`config.mk`:
```
export PLATFORM = sky130hd
export DESIGN_NAME = pipe_hazard_ctrl
export DESIGN_NICKNAME = d
export VERILOG_FILES = /design/src/rtl/pipe_ctrl_pkg.sv /design/src/rtl/sat_counter.sv /design/src/rtl/pipe_hazard_ctrl.sv
export SDC_FILE = /design/constraint.sdc
export NUM_CORES = 1
export LEC_CHECK = 0
export CAP_MARGIN = 5
export CORE_UTILIZATION = 25
export CTS_BUF_LIST = sky130_fd_sc_hd__clkbuf_4 sky130_fd_sc_hd__clkbuf_8
export DETAILED_ROUTE_END_ITERATION = 8
export HOLD_SLACK_MARGIN = 0.15
export SETUP_SLACK_MARGIN = 0.1
export SYNTH_ARGS = -nofsm -noshare
export SYNTH_HDL_FRONTEND = slang
export SYNTH_SLANG_ARGS = --single-unit
export TNS_END_PERCENT = 10
```
`constraint.sdc`:
```
create_clock -name clk -period 6.5 [get_ports clk]
set_clock_uncertainty 0.1 [all_clocks]
set_input_delay 1.625 -clock clk [delete_from_list [all_inputs] [get_ports clk]]
set_output_delay 1.625 -clock clk [all_outputs]
set_load 0.02 [all_outputs]
```
`src/rtl/pipe_ctrl_pkg.sv`:
```
// rtl/pipe_ctrl_pkg.sv - shared types and helpers for the pipeline hazard controller
//
// Purpose: controller state type, register-index constants and the load-use
//          hazard predicate shared by pipe_hazard_ctrl.
// Ports:   none (package).

package pipe_ctrl_pkg;

    localparam int              REG_IDX_W = 5;
    localparam logic [4:0]      REG_ZERO  = 5'd0;

    typedef enum logic [1:0] {
        START    = 2'd0,
        RUN      = 2'd1,
        MEM_WAIT = 2'd2
    } ctrl_state_t;

    // x0 is hardwired to zero, so a load "writing" it can never feed ID.
    function automatic logic load_use_hazard(
        input logic                 ex_mem_read,
        input logic [REG_IDX_W-1:0] ex_rd,
        input logic [REG_IDX_W-1:0] rs1,
        input logic                 use_rs1,
        input logic [REG_IDX_W-1:0] rs2,
        input logic                 use_rs2
    );
        return ex_mem_read && (ex_rd != REG_ZERO) &&
               ((use_rs1 && (rs1 == ex_rd)) || (use_rs2 && (rs2 == ex_rd)));
    endfunction

endpackage

```
`src/rtl/sat_counter.sv`:
```
// rtl/sat_counter.sv - saturating event counter
//
// Purpose: counts cycles with inc=1, sticks at all-ones, cleared only by reset.
// Ports:   clk, rst_n (async active-low), inc (count this cycle), q (count).

module sat_counter #(
    parameter int W = 16
) (
    input  logic         clk,
    input  logic         rst_n,
    input  logic         inc,
    output logic [W-1:0] q
);

    always_ff @(posedge clk or negedge rst_n) begin
        if (!rst_n) begin
            q <= '0;
        end else if (inc && (q != {W{1'b1}})) begin
            q <= q + 1'b1;
        end
    end

endmodule

```
`src/rtl/pipe_hazard_ctrl.sv`:
```
// rtl/pipe_hazard_ctrl.sv - 5-stage pipeline enable/flush controller
//
// Purpose: drives PC, IF/ID, ID/EX and downstream pipeline enables/flushes from
//          startup priming, EX-resolved jumps, load-use hazards and data-memory
//          busy; keeps saturating stall/flush counters and a sticky busy-timeout.
// Ports:   clk, rst_n                         clock, async active-low reset
//          id_rs1/id_rs2/id_use_rs1/id_use_rs2 ID source operands
//          ex_rd, ex_mem_read                  EX destination / load flag
//          jump_i, mem_busy_i                  redirect / memory stall requests
//          pc_en, ifid_en, ifid_flush, idex_flush, pipe_en  pipeline controls
//          stall_cnt, flush_cnt, err_timeout   debug counters and error flag

module pipe_hazard_ctrl
    import pipe_ctrl_pkg::*;
#(
    parameter int STARTUP_CYCLES = 2,
    parameter int BUSY_TIMEOUT   = 64,
    parameter int CNT_W          = 16
) (
    input  logic                 clk,
    input  logic                 rst_n,
    input  logic [REG_IDX_W-1:0] id_rs1,
    input  logic [REG_IDX_W-1:0] id_rs2,
    input  logic                 id_use_rs1,
    input  logic                 id_use_rs2,
    input  logic [REG_IDX_W-1:0] ex_rd,
    input  logic                 ex_mem_read,
    input  logic                 jump_i,
    input  logic                 mem_busy_i,
    output logic                 pc_en,
    output logic                 ifid_en,
    output logic                 ifid_flush,
    output logic                 idex_flush,
    output logic                 pipe_en,
    output logic [CNT_W-1:0]     stall_cnt,
    output logic [CNT_W-1:0]     flush_cnt,
    output logic                 err_timeout
);

    localparam logic [7:0]  START_LAST = 8'(STARTUP_CYCLES - 1);
    localparam logic [15:0] BUSY_LAST  = 16'(BUSY_TIMEOUT);

    ctrl_state_t r_state;
    logic [7:0]  r_start_cnt;
    logic [15:0] r_busy_cnt;
    logic        r_err;

    ctrl_state_t w_state_nxt;
    logic [7:0]  w_start_nxt;
    logic [15:0] w_busy_nxt;
    logic        w_stall_inc;
    logic        w_flush_inc;
    logic        w_err_set;
    logic        w_hazard;

    assign w_hazard = load_use_hazard(ex_mem_read, ex_rd, id_rs1, id_use_rs1,
                                      id_rs2, id_use_rs2);

    always_comb begin
        pc_en       = 1'b1;
        ifid_en     = 1'b1;
        ifid_flush  = 1'b0;
        idex_flush  = 1'b0;
        pipe_en     = 1'b1;
        w_state_nxt = r_state;
        w_start_nxt = r_start_cnt;
        w_busy_nxt  = r_busy_cnt;
        w_stall_inc = 1'b0;
        w_flush_inc = 1'b0;
        w_err_set   = 1'b0;

        case (r_state)
            START: begin
                // Instruction memory is priming: keep bubbles flowing, PC parked.
                pc_en      = 1'b0;
                ifid_en    = 1'b0;
                ifid_flush = 1'b1;
                idex_flush = 1'b1;
                if (r_start_cnt == START_LAST) begin
                    w_state_nxt = RUN;
                end else begin
                    w_start_nxt = r_start_cnt + 8'd1;
                end
            end

            RUN: begin
                if (mem_busy_i) begin
                    // Freeze right away; a concurrent jump stays held in EX.
                    pc_en       = 1'b0;
                    ifid_en     = 1'b0;
                    pipe_en     = 1'b0;
                    w_state_nxt = MEM_WAIT;
                    w_busy_nxt  = 16'd1;
                    w_stall_inc = 1'b1;
                end else if (jump_i) begin
                    // ID holds a wrong-path instruction, so any hazard is moot.
                    ifid_flush  = 1'b1;
                    idex_flush  = 1'b1;
                    w_flush_inc = 1'b1;
                end else if (w_hazard) begin
                    pc_en       = 1'b0;
                    ifid_en     = 1'b0;
                    idex_flush  = 1'b1;
                    w_stall_inc = 1'b1;
                end
            end

            MEM_WAIT: begin
                pc_en       = 1'b0;
                ifid_en     = 1'b0;
                pipe_en     = 1'b0;
                w_stall_inc = 1'b1;
                if (!mem_busy_i) begin
                    w_state_nxt = RUN;
                end else if (r_busy_cnt == BUSY_LAST) begin
                    w_err_set   = 1'b1;
                    w_state_nxt = RUN;
                end else begin
                    w_busy_nxt = r_busy_cnt + 16'd1;
                end
            end

            default: begin
                w_state_nxt = START;
            end
        endcase
    end

    always_ff @(posedge clk or negedge rst_n) begin
        if (!rst_n) begin
            r_state     <= START;
            r_start_cnt <= 8'd0;
            r_busy_cnt  <= 16'd0;
            r_err       <= 1'b0;
        end else begin
            r_state     <= w_state_nxt;
            r_start_cnt <= w_start_nxt;
            r_busy_cnt  <= w_busy_nxt;
            if (w_err_set) begin
                r_err <= 1'b1;
            end
        end
    end

    assign err_timeout = r_err;

    sat_counter #(.W(CNT_W)) u_stall_cnt (
        .clk   (clk),
        .rst_n (rst_n),
        .inc   (w_stall_inc),
        .q     (stall_cnt)
    );

    sat_counter #(.W(CNT_W)) u_flush_cnt (
        .clk   (clk),
        .rst_n (rst_n),
        .inc   (w_flush_inc),
        .q     (flush_cnt)
    );

endmodule

```
Word-level counts from Yosys, hierarchy flattened. Cells that the tools add are included.

Memories: 0. Bits in read-only memories: 0. Bits of input ports: 22. Memory bits (writable): 0. Logic and storage cells: 67. Latch bits: 0. Bits in registers: 59.

Bitwise logic cells: 1. Reductions and logical operators: 14. Shifts and indexed selects: 0. Add/sub/neg operators: 4. Divide/modulo/power cells: 0. Equality and inequality tests: 13. Mux-type cells: 29. Multipliers: 0. Order comparisons: 0.

Operator list (number): 16-bit by 1-bit adder with 16-bit output, second input constant (3); 16-bit two-way mux (3); 16-bit inequality test, second input constant (2); 16-bit case mux with 2 select lines (1); 16-bit by 7-bit equality test with 1-bit output, second input constant (1); 1-bit two-way mux (15); 5-bit equality test (2); 1-bit case mux with 2 select lines (5); 8-bit by 1-bit adder with 8-bit output, second input constant (1); 8-bit by 1-bit equality test with 1-bit output, second input constant (1); 2-bit two-way mux (4); 2-bit inequality test, second input constant (4); 1-bit logical AND (6); 2-bit case mux with 3 select lines (1); 5-bit nonzero test (1); 4-bit AND reduction (1); 3-bit inequality test, second input constant (1); 3-bit AND reduction (1); 2-bit by 1-bit equality test with 1-bit output, second input constant (1); 2-bit equality test, second input constant (1); 2-bit logical NOT (1); 2-bit AND reduction (1); 2-bit nonzero test (1); 2-bit OR reduction (1); 2 further kinds (2).

Longest topological paths before layout. Gate-level depths: netlist of the first run.

Word-level depth: 9. Depth in mapped cells: 9.

By module. A second synthesis of the first run with hierarchy kept.

Cells, all modules: 323. Area, all modules: 3425.8 um2.

By module, submodules not included: sat_counter (area an instance 859.6 um2, cells each 72, sequential area each 400.4 um2, instances 2); pipe_hazard_ctrl (area an instance 1706.6 um2, cells each 179, sequential area each 675.6 um2, instances 1).

Worst setup path before layout of the first run. No wires, ideal clock.

Path type: input to output. Start point: input ex_rd[1]. End point: output pc_en. Required time: 4.775 ns. Arrival time: 2.941 ns. Setup slack: 1.834 ns. Cell stages on the path: 6. Cell sequence: or4_1 o21ai_1 nand2b_1 o211ai_1 o31ai_1 buf_4.

Cells in the longest elaborated chain, start to end: 8.

Ends and longest elaborated chain: from (decl) (RTL line pipe_hazard_ctrl.sv:26) `input logic [REG_IDX_W-1:0] ex_rd,`; 5-bit equality test (RTL line pipe_ctrl_pkg.sv:28) `((use_rs1 && (rs1 == ex_rd)) || (use_rs2 && (rs2 == ex_rd)));`; 1-bit logical AND (RTL line pipe_ctrl_pkg.sv:28); 1-bit logical OR (RTL line pipe_ctrl_pkg.sv:28); 1-bit logical AND (*) (RTL line pipe_ctrl_pkg.sv:27) `return ex_mem_read && (ex_rd != REG_ZERO) &&`; 1-bit two-way mux (*) (3 in series); 1-bit case mux with 2 select lines (*); to (decl) (RTL line pipe_hazard_ctrl.sv:30) `output logic pc_en,`.

Mark *: on every way between the ends. The rest lies on a longest branch, timed or not.

Worst setup path in the final report of the first run.
Start point: input ex_rd[1]. End point: output pc_en.

Cells in the longest elaborated chain, start to end: 8.

Ends and longest elaborated chain: 5-bit equality test (RTL line pipe_ctrl_pkg.sv:28); 1-bit logical AND (RTL line pipe_ctrl_pkg.sv:28); 1-bit logical OR (RTL line pipe_ctrl_pkg.sv:28); 1-bit logical AND (*) (RTL line pipe_ctrl_pkg.sv:27); 1-bit two-way mux (*) (RTL line pipe_hazard_ctrl.sv:100) `end else if (w_hazard) begin`; 1-bit two-way mux (*) (RTL line pipe_hazard_ctrl.sv:95) `end else if (jump_i) begin`; 1-bit two-way mux (*) (RTL line pipe_hazard_ctrl.sv:87) `if (mem_busy_i) begin`; 1-bit case mux with 2 select lines (*) (RTL line pipe_hazard_ctrl.sv:72) `case (r_state)`.

Marks and branches as above.

==> results of run 1 <==
cells in the final DEF, fill, tap and decap left out, types with 4 or more instances in the layout:
master | Yosys | layout
dfrtp_1 | 59 | 59
clkdlybuf4s50_1 | 0 | 58
nand2_1 | 31 | 31
xnor2_1 | 29 | 29
xor2_1 | 29 | 29
nor2_1 | 24 | 24
nor3_1 | 16 | 16
nand3_1 | 15 | 15
nand4_1 | 14 | 14
inv_1 | 11 | 11
ha_1 | 10 | 10
clkbuf_8 | 0 | 10
and3_1 | 9 | 9
nor4_1 | 6 | 6
clkinvlp_4 | 0 | 4
stage by stage:
| stage | hold slack (ns) | cell area (um^2) | util | setup WS, ns |
|---|---|---|---|---|
| finish | 0.388 | 4040 | 0.336 | 0.857 |
| global route | 0.427 | 4040 | 0.336 | 0.779 |
| CTS | 0.394 | 4040 | 0.336 | 0.858 |
| detailed placement | 0.376 | 3840 | 0.320 | 0.857 |
| global placement | 0.369 | 3840 | 0.320 | 0.907 |
| floorplan | 0.339 | 3090 | - | 1.83 |
per-layer routing:
layer  share of wire  vias to the layer above  GRT usage
li1                -                     1184          -
met1            0.47                     1130      0.145
met2            0.47                       37      0.187
met3           0.042                       12     0.0295
met4           0.017                        0     0.0509
met5               0                        -          0
power by group through the flow:
| stage | clock [mW] | sequential (mW) | combinational [mW] |
|---|---|---|---|
| 6_report | 0.342 | 0.504 | 0.465 |
| 5_1_grt | 0.370 | 0.516 | 0.516 |
| 4_1_cts | 0.354 | 0.505 | 0.473 |
| 3_5_place_dp | 0 | 0.511 | 0.469 |
| 3_3_place_gp | 0 | 0.509 | 0.461 |
| 2_1_floorplan | 0 | 0.531 | 0.262 |
logic make-up after synthesis:
logic type / count (synthesis)
AOI/OAI and AO/OA: 21
xor gates and xnor gates: 58
adders and majority gates: 10
buffers and inverters: 16
DFF: 59
muxes: 4
and+or+nand+nor: 134
area by class of cell:
type	count	area, um^2
fillers	1262	7970
multi-input cells	227	1540
flip-flops and latches	59	1480
repair buffers	61	601
well taps	147	184
clock buffers	10	138
clock inverters	6	65.1
inverters	11	41.3
worst reg2reg max path, stage by stage (launching register included):
cell      delay [ns]
dfrtp_1         0.41
inv_1           0.11
ha_1            0.25
nand2_1         0.12
a41oi_1         0.79
o211ai_1        0.33
or3_1           0.38
a21oi_1         0.16
flip-flops by register name, indices dropped and copies added, names as in the netlist:
| register | cells |
|---|---|
| r_state | 2 |
| u_flush_cnt.q | 16 |
| err_timeout | 1 |
| u_stall_cnt.q | 16 |
| r_busy_cnt | 16 |
| r_start_cnt | 8 |
how the worst min path moves through the flow:
stage | from | endpoint | cells after the start
6_report | r_start_cnt[7] | r_start_cnt[7] | 1
5_1_grt | r_start_cnt[7] | r_start_cnt[7] | 1
4_1_cts | r_start_cnt[7] | r_start_cnt[7] | 1
3_5_place_dp | err_timeout | err_timeout | 1
3_3_place_gp | r_start_cnt[7] | r_start_cnt[7] | 1
2_1_floorplan | r_start_cnt[7] | r_start_cnt[7] | 1
==> metrics.cfg, run 1 <==
[outcome]
status=finished, final reports clean

[hold_path]
hp-class=flop to flop

[cells_and_area]
drive_above_1_share=0.0775
layout.cells.non_filler=521
nNetsFinal=401
area_growth_pct=31.0
n_antenna_cell=0

[synth]
synth_area_mm2=0.00309
yosysUniqueCellTypes=46
syn_nets=334
async_flop_share=1.00
syn_area_per_cell_um2=10.2
synth-xor-area-share=0.165
synth_edf_count=0
synth_mux_area_frac=0.0142
yosysWarnings=0
ys_top_cells_by_count=dfrtp_1 (59), nand2_1 (31), xnor2_1 (29), xor2_1 (29), nor2_1 (24)
synth_cells=302
synthAdderAreaFrac=0.0406
ys_seq_elements=59
synth_most_common_cell=dfrtp_1
synth_top_family_by_area=simple AND/OR/NAND/NOR gates
synth.top_cell.area_share=0.479
ys.flop_type=dfrtp_1
yosysSeqAreaShare=0.479
synth_compound_area_frac=0.0515
yosys.area.top_type=dfrtp_1
yosys.area_share.simple=0.227
yosys-top-cells-area=dfrtp_1 (48%), xnor2_1 (8.2%), xor2_1 (8.2%)

[sta]
fmaxAchievable_mhz=177
slew_violations=0
fin_crit_sh=0.868
setup_violations=0
relSlewSlack=0.303
final_hold_viol_count=0
min_period_ns=5.64
rsz0062_at_grt=no
setup_tns_ns=0
tightest_slew_ns=1.03

[setup_path]
worst-path-stages=7
worstPathBufferInverterCount=2
slowest_delay_ns=0.69
crit_end=pc_en
cp.required_ns=4.78
crit_path_frequent_cell=clkdlybuf4s50_1
path_cells=clkdlybuf4s50_1 -> or4_1 -> o21ai_1 -> nand2b_1 -> o211ai_1 -> o31ai_1 -> clkdlybuf4s50_1
endpoint_kind=output port
worstPathMaxFanout=3
rr_startpoint=r_state[0]
startpoint=ex_rd[1]
critPathKind=input port to output port
cp_slowest_cell=clkdlybuf4s50_1
arrival_ns=3.92
cpLargestDelayFamily=buffers and inverters
worst_r2r_path_depth=7
r2r_slack_ns=3.78
startpoint_type=input port
rr_endpoint=r_busy_cnt[14]

[placed_design]
dp.cells=505
gp_congestion=0.773
port_buffers=59
place_hpwl_um=4830

[detailed_routing]
postRouteAntennaNets=0
num_vias=2363
drt_iter0_drc=62
drtPass1Iterations=4
wire_per_inst_um=12.7
wl_um=6630
post-route-drc-count=0
viasPerCell=4.54

[clock_tree]
cts-root-buf=clkbuf_8
cts_setup_buffers=0
cts_sinks=59
cts.clk_slew.worst_paths_ns=0.07
cts_made_buffers=9
clk_latency_ns=0.34
cts_tree=yes
clock_path_buffers=2
htree_num_levels=3
cts_hold_buf=0
cts_resized=0

[grt]
overflow=0
grt_max_degree=60
grt_use_total=0.115
antenna_found_initial=0
grt_pass1_vias=2471
grt_pass1_wl_um=11700

[die]
die_w_um=113
fp.dieArea_mm2=0.0128
start_util=0.257
core_area_mm2=0.0120
rows=40
ioPinCount=60
fp.dieH_um=113

[power]
power_mw=1.31
p_clk_frac=0.261
p_switching_mw=0.483
p_seq_frac=0.384
cellPowerDensity_mw_per_mm2=324
p_comb_frac=0.355
swShare=0.368
p_leak_nw=1.76
p_int_mw=0.828
ir_drop_mv=0.130

[job]
maxCapViolCount=0

No activity file was read; power rests on OpenSTA's default activity.
==> inputs of run 2 (changes only) <==
DONT_BUFFER_PORTS = 1   (was default)
==> run 2 against run 1 <==
Routed wire length fell by 3.9%. Sequential cell count did not move. First-iteration DRC count rose by 82%. Via count fell by 6.9%. Cell area fell by 15%. Combinational power fell by 34%. Register-to-register slack got worse by 0.03 ns.
==> metrics.cfg, run 2 (synthesis results as in run 1) <==
[cells_and_area]
nNetsFinal=341  ; -15%
fin_area_mm2=0.00343  ; -15%
final_common_cell=dfrtp_1
drive_above_1_share=0.0801  ; +0.00259
fill_cells=1257  ; -0.40%
n_antenna_cell=0  ; unchanged
top_regs=r_busy_cnt: 16 flops, u_flush_cnt.q: 16 flops, u_stall_cnt.q: 16 flops
final_cell_mix=dfrtp_1 (59), nand2_1 (31), xnor2_1 (29), xor2_1 (29), nor2_1 (24)
area_growth_pct=11.2

[sta]
holdWs_ns=0.379  ; -0.00915 ns
slew_violations=0  ; unchanged
final_hold_viol_count=0  ; unchanged
setup_tns_ns=0  ; unchanged
setup_violations=0  ; unchanged
relSlewSlack=0.204  ; -0.0988
tightest_slew_ns=1.19  ; +0.157 ns
fin_crit_sh=0.716  ; -0.152
fmaxAchievable_mhz=215  ; +21%
rsz0062_at_grt=no
min_period_ns=4.66  ; -0.987 ns

[setup_path]
worst-path-stages=6  ; -1
worst_r2r_path_depth=7  ; unchanged
crit_end=pc_en
rr_endpoint=r_busy_cnt[14]
startpoint_type=input port
endpoint_kind=output port
cp_slowest_cell=or4_1
critPathKind=input port to output port
startpoint=ex_rd[1]
rr_startpoint=r_state[1]
cpLargestDelayFamily=simple AND/OR/NAND/NOR gates
worstPathBufferInverterCount=1  ; -1
r2r_slack_ns=3.75  ; -0.03 ns
slowest_delay_ns=0.52  ; -0.17 ns
worstPathMaxFanout=3  ; unchanged
path_cells=or4_1 -> o21ai_1 -> nand2b_1 -> o211ai_1 -> o31ai_1 -> buf_4
cp.required_ns=4.78  ; about the same
arrival_ns=2.93  ; -0.99 ns

[grt]
grt_use_total=0.109  ; -0.00653
met1_usage=0.131  ; -0.0145
grt_pass1_wl_um=10800  ; -8.0%
overflow=0  ; unchanged
grt_max_degree=60  ; unchanged
antenna_found_initial=0  ; unchanged
busiest_layer=met2
grt_use_met2=0.173  ; -0.0143
grt_pass1_vias=2213  ; -10%
use_met3=0.0428  ; +0.0134

[die]
fp.dieH_um=113  ; unchanged
core_area_mm2=0.0120  ; unchanged
fp.dieArea_mm2=0.0128  ; unchanged
rows=40  ; unchanged
die_w_um=113  ; unchanged
start_util=0.257  ; unchanged
ioPinCount=60  ; unchanged

[placed_design]
place_hpwl_um=4630  ; -4.0%
port_buffers=0  ; -100%
placed_area_mm2=0.00325  ; -15%
gp_congestion=0.750  ; -3.0%

[power]
p_int_mw=0.735  ; -11%
p_switching_mw=0.440  ; -8.9%
swShare=0.374  ; +0.00608
p_seq_frac=0.465  ; +0.081
cellPowerDensity_mw_per_mm2=342  ; +5.6%
p_leak_nw=1.54  ; -12%
power_mw=1.18  ; -10%
ir_drop_mv=0.123  ; -5.8%
p_clk_frac=0.274  ; +0.013
p_comb_frac=0.261  ; -0.094

[clock_tree]
cts_hold_buf=0  ; unchanged
cts-root-buf=clkbuf_8
cts.clk_slew.worst_paths_ns=0.07  ; about the same
htree_num_levels=3  ; unchanged
cts_made_buffers=9  ; unchanged
clk_latency_ns=0.33  ; about the same
clock_path_buffers=2  ; unchanged
cts_setup_buffers=0  ; unchanged
cts_resized=0  ; unchanged
cts_sinks=59  ; unchanged
cts_tree=yes

[job]
maxCapViolCount=0  ; unchanged

[hold_path]
hp-class=flop to flop
min_path_cells=1  ; unchanged

[outcome]
status=finished, final reports clean

[detailed_routing]
post-route-drc-count=0  ; unchanged
wire_per_inst_um=13.9  ; +9.1%
drtPass1Iterations=4  ; unchanged
viasPerCell=4.79  ; +5.6%
postRouteAntennaNets=0  ; unchanged
wl_um=6380  ; -3.9%
drt_iter0_drc=113  ; +82%
num_vias=2199  ; -6.9%

==> run 2: cell count changes in the layout (fill, tap and decap cells not counted) <==
cell and change:
clkbuf_4 +1, clkinvlp_4 -4, buf_4 -1, buf_2 -1, clkdlybuf4s50_1 -58, clkinv_2 +1
==> run 2: final cells by class <==
| cell class | count | area [um^2] | share of cell area |
|---|---|---|---|
| Clock buffer | 11 | 145 | 0.0423 |
| Clock inverter | 3 | 40.0 | 0.0117 |
| Inverter | 11 | 41.3 | 0.0120 |
| Multi-Input combinational cell | 227 | 1540 | 0.448 |
| Sequential cell | 59 | 1480 | 0.430 |
| Tap cell | 147 | 184 | 0.0536 |
| Timing Repair Buffer | 1 | 7.51 | 0.00219 |
==> run 2: per-stage QoR <==
step,cells,util,worst slack (ns)
after detailed placement,445,0.270,1.81
after global placement,445,0.270,1.84
after CTS,459,0.286,1.82
final,459,0.286,1.84
after global routing,459,0.286,1.73
after floorplan,302,-,1.83
==> run 2: worst reg2reg max path, cell delays in order, from the launching register on <==
cell and delay, ns:
dfrtp_1 0.40, inv_1 0.10, ha_1 0.27, nand2_1 0.10, nor2_1 0.90, o211ai_1 0.30
or3_1 0.37, a21oi_1 0.14
==> run 2: power groups by stage <==
stage          combinational [mW]  clock, mW  sequential (mW)
3_3_place_gp                0.303          0            0.551
4_1_cts                     0.312      0.334            0.547
6_report                    0.307      0.322            0.547
3_5_place_dp                0.311          0            0.553
2_1_floorplan               0.262          0            0.531
5_1_grt                     0.349      0.350            0.560
==> run 2: worst min-delay path by stage <==
| stage | startpoint | to |
|---|---|---|
| after CTS | r_start_cnt[7] | r_start_cnt[7] |
| after detailed placement | r_start_cnt[7] | r_start_cnt[7] |
| final | r_start_cnt[7] | r_start_cnt[7] |
| after global routing | r_start_cnt[7] | r_start_cnt[7] |
| after global placement | r_start_cnt[7] | r_start_cnt[7] |
| after floorplan | r_start_cnt[7] | r_start_cnt[7] |
==> run 2: metal layers <==
layer | vias to the layer above | routed length (um)
li1 | 1066 | -
met1 | 1071 | 2880
met2 | 50 | 2970
met3 | 12 | 417
met4 | 0 | 107
met5 | - | 0
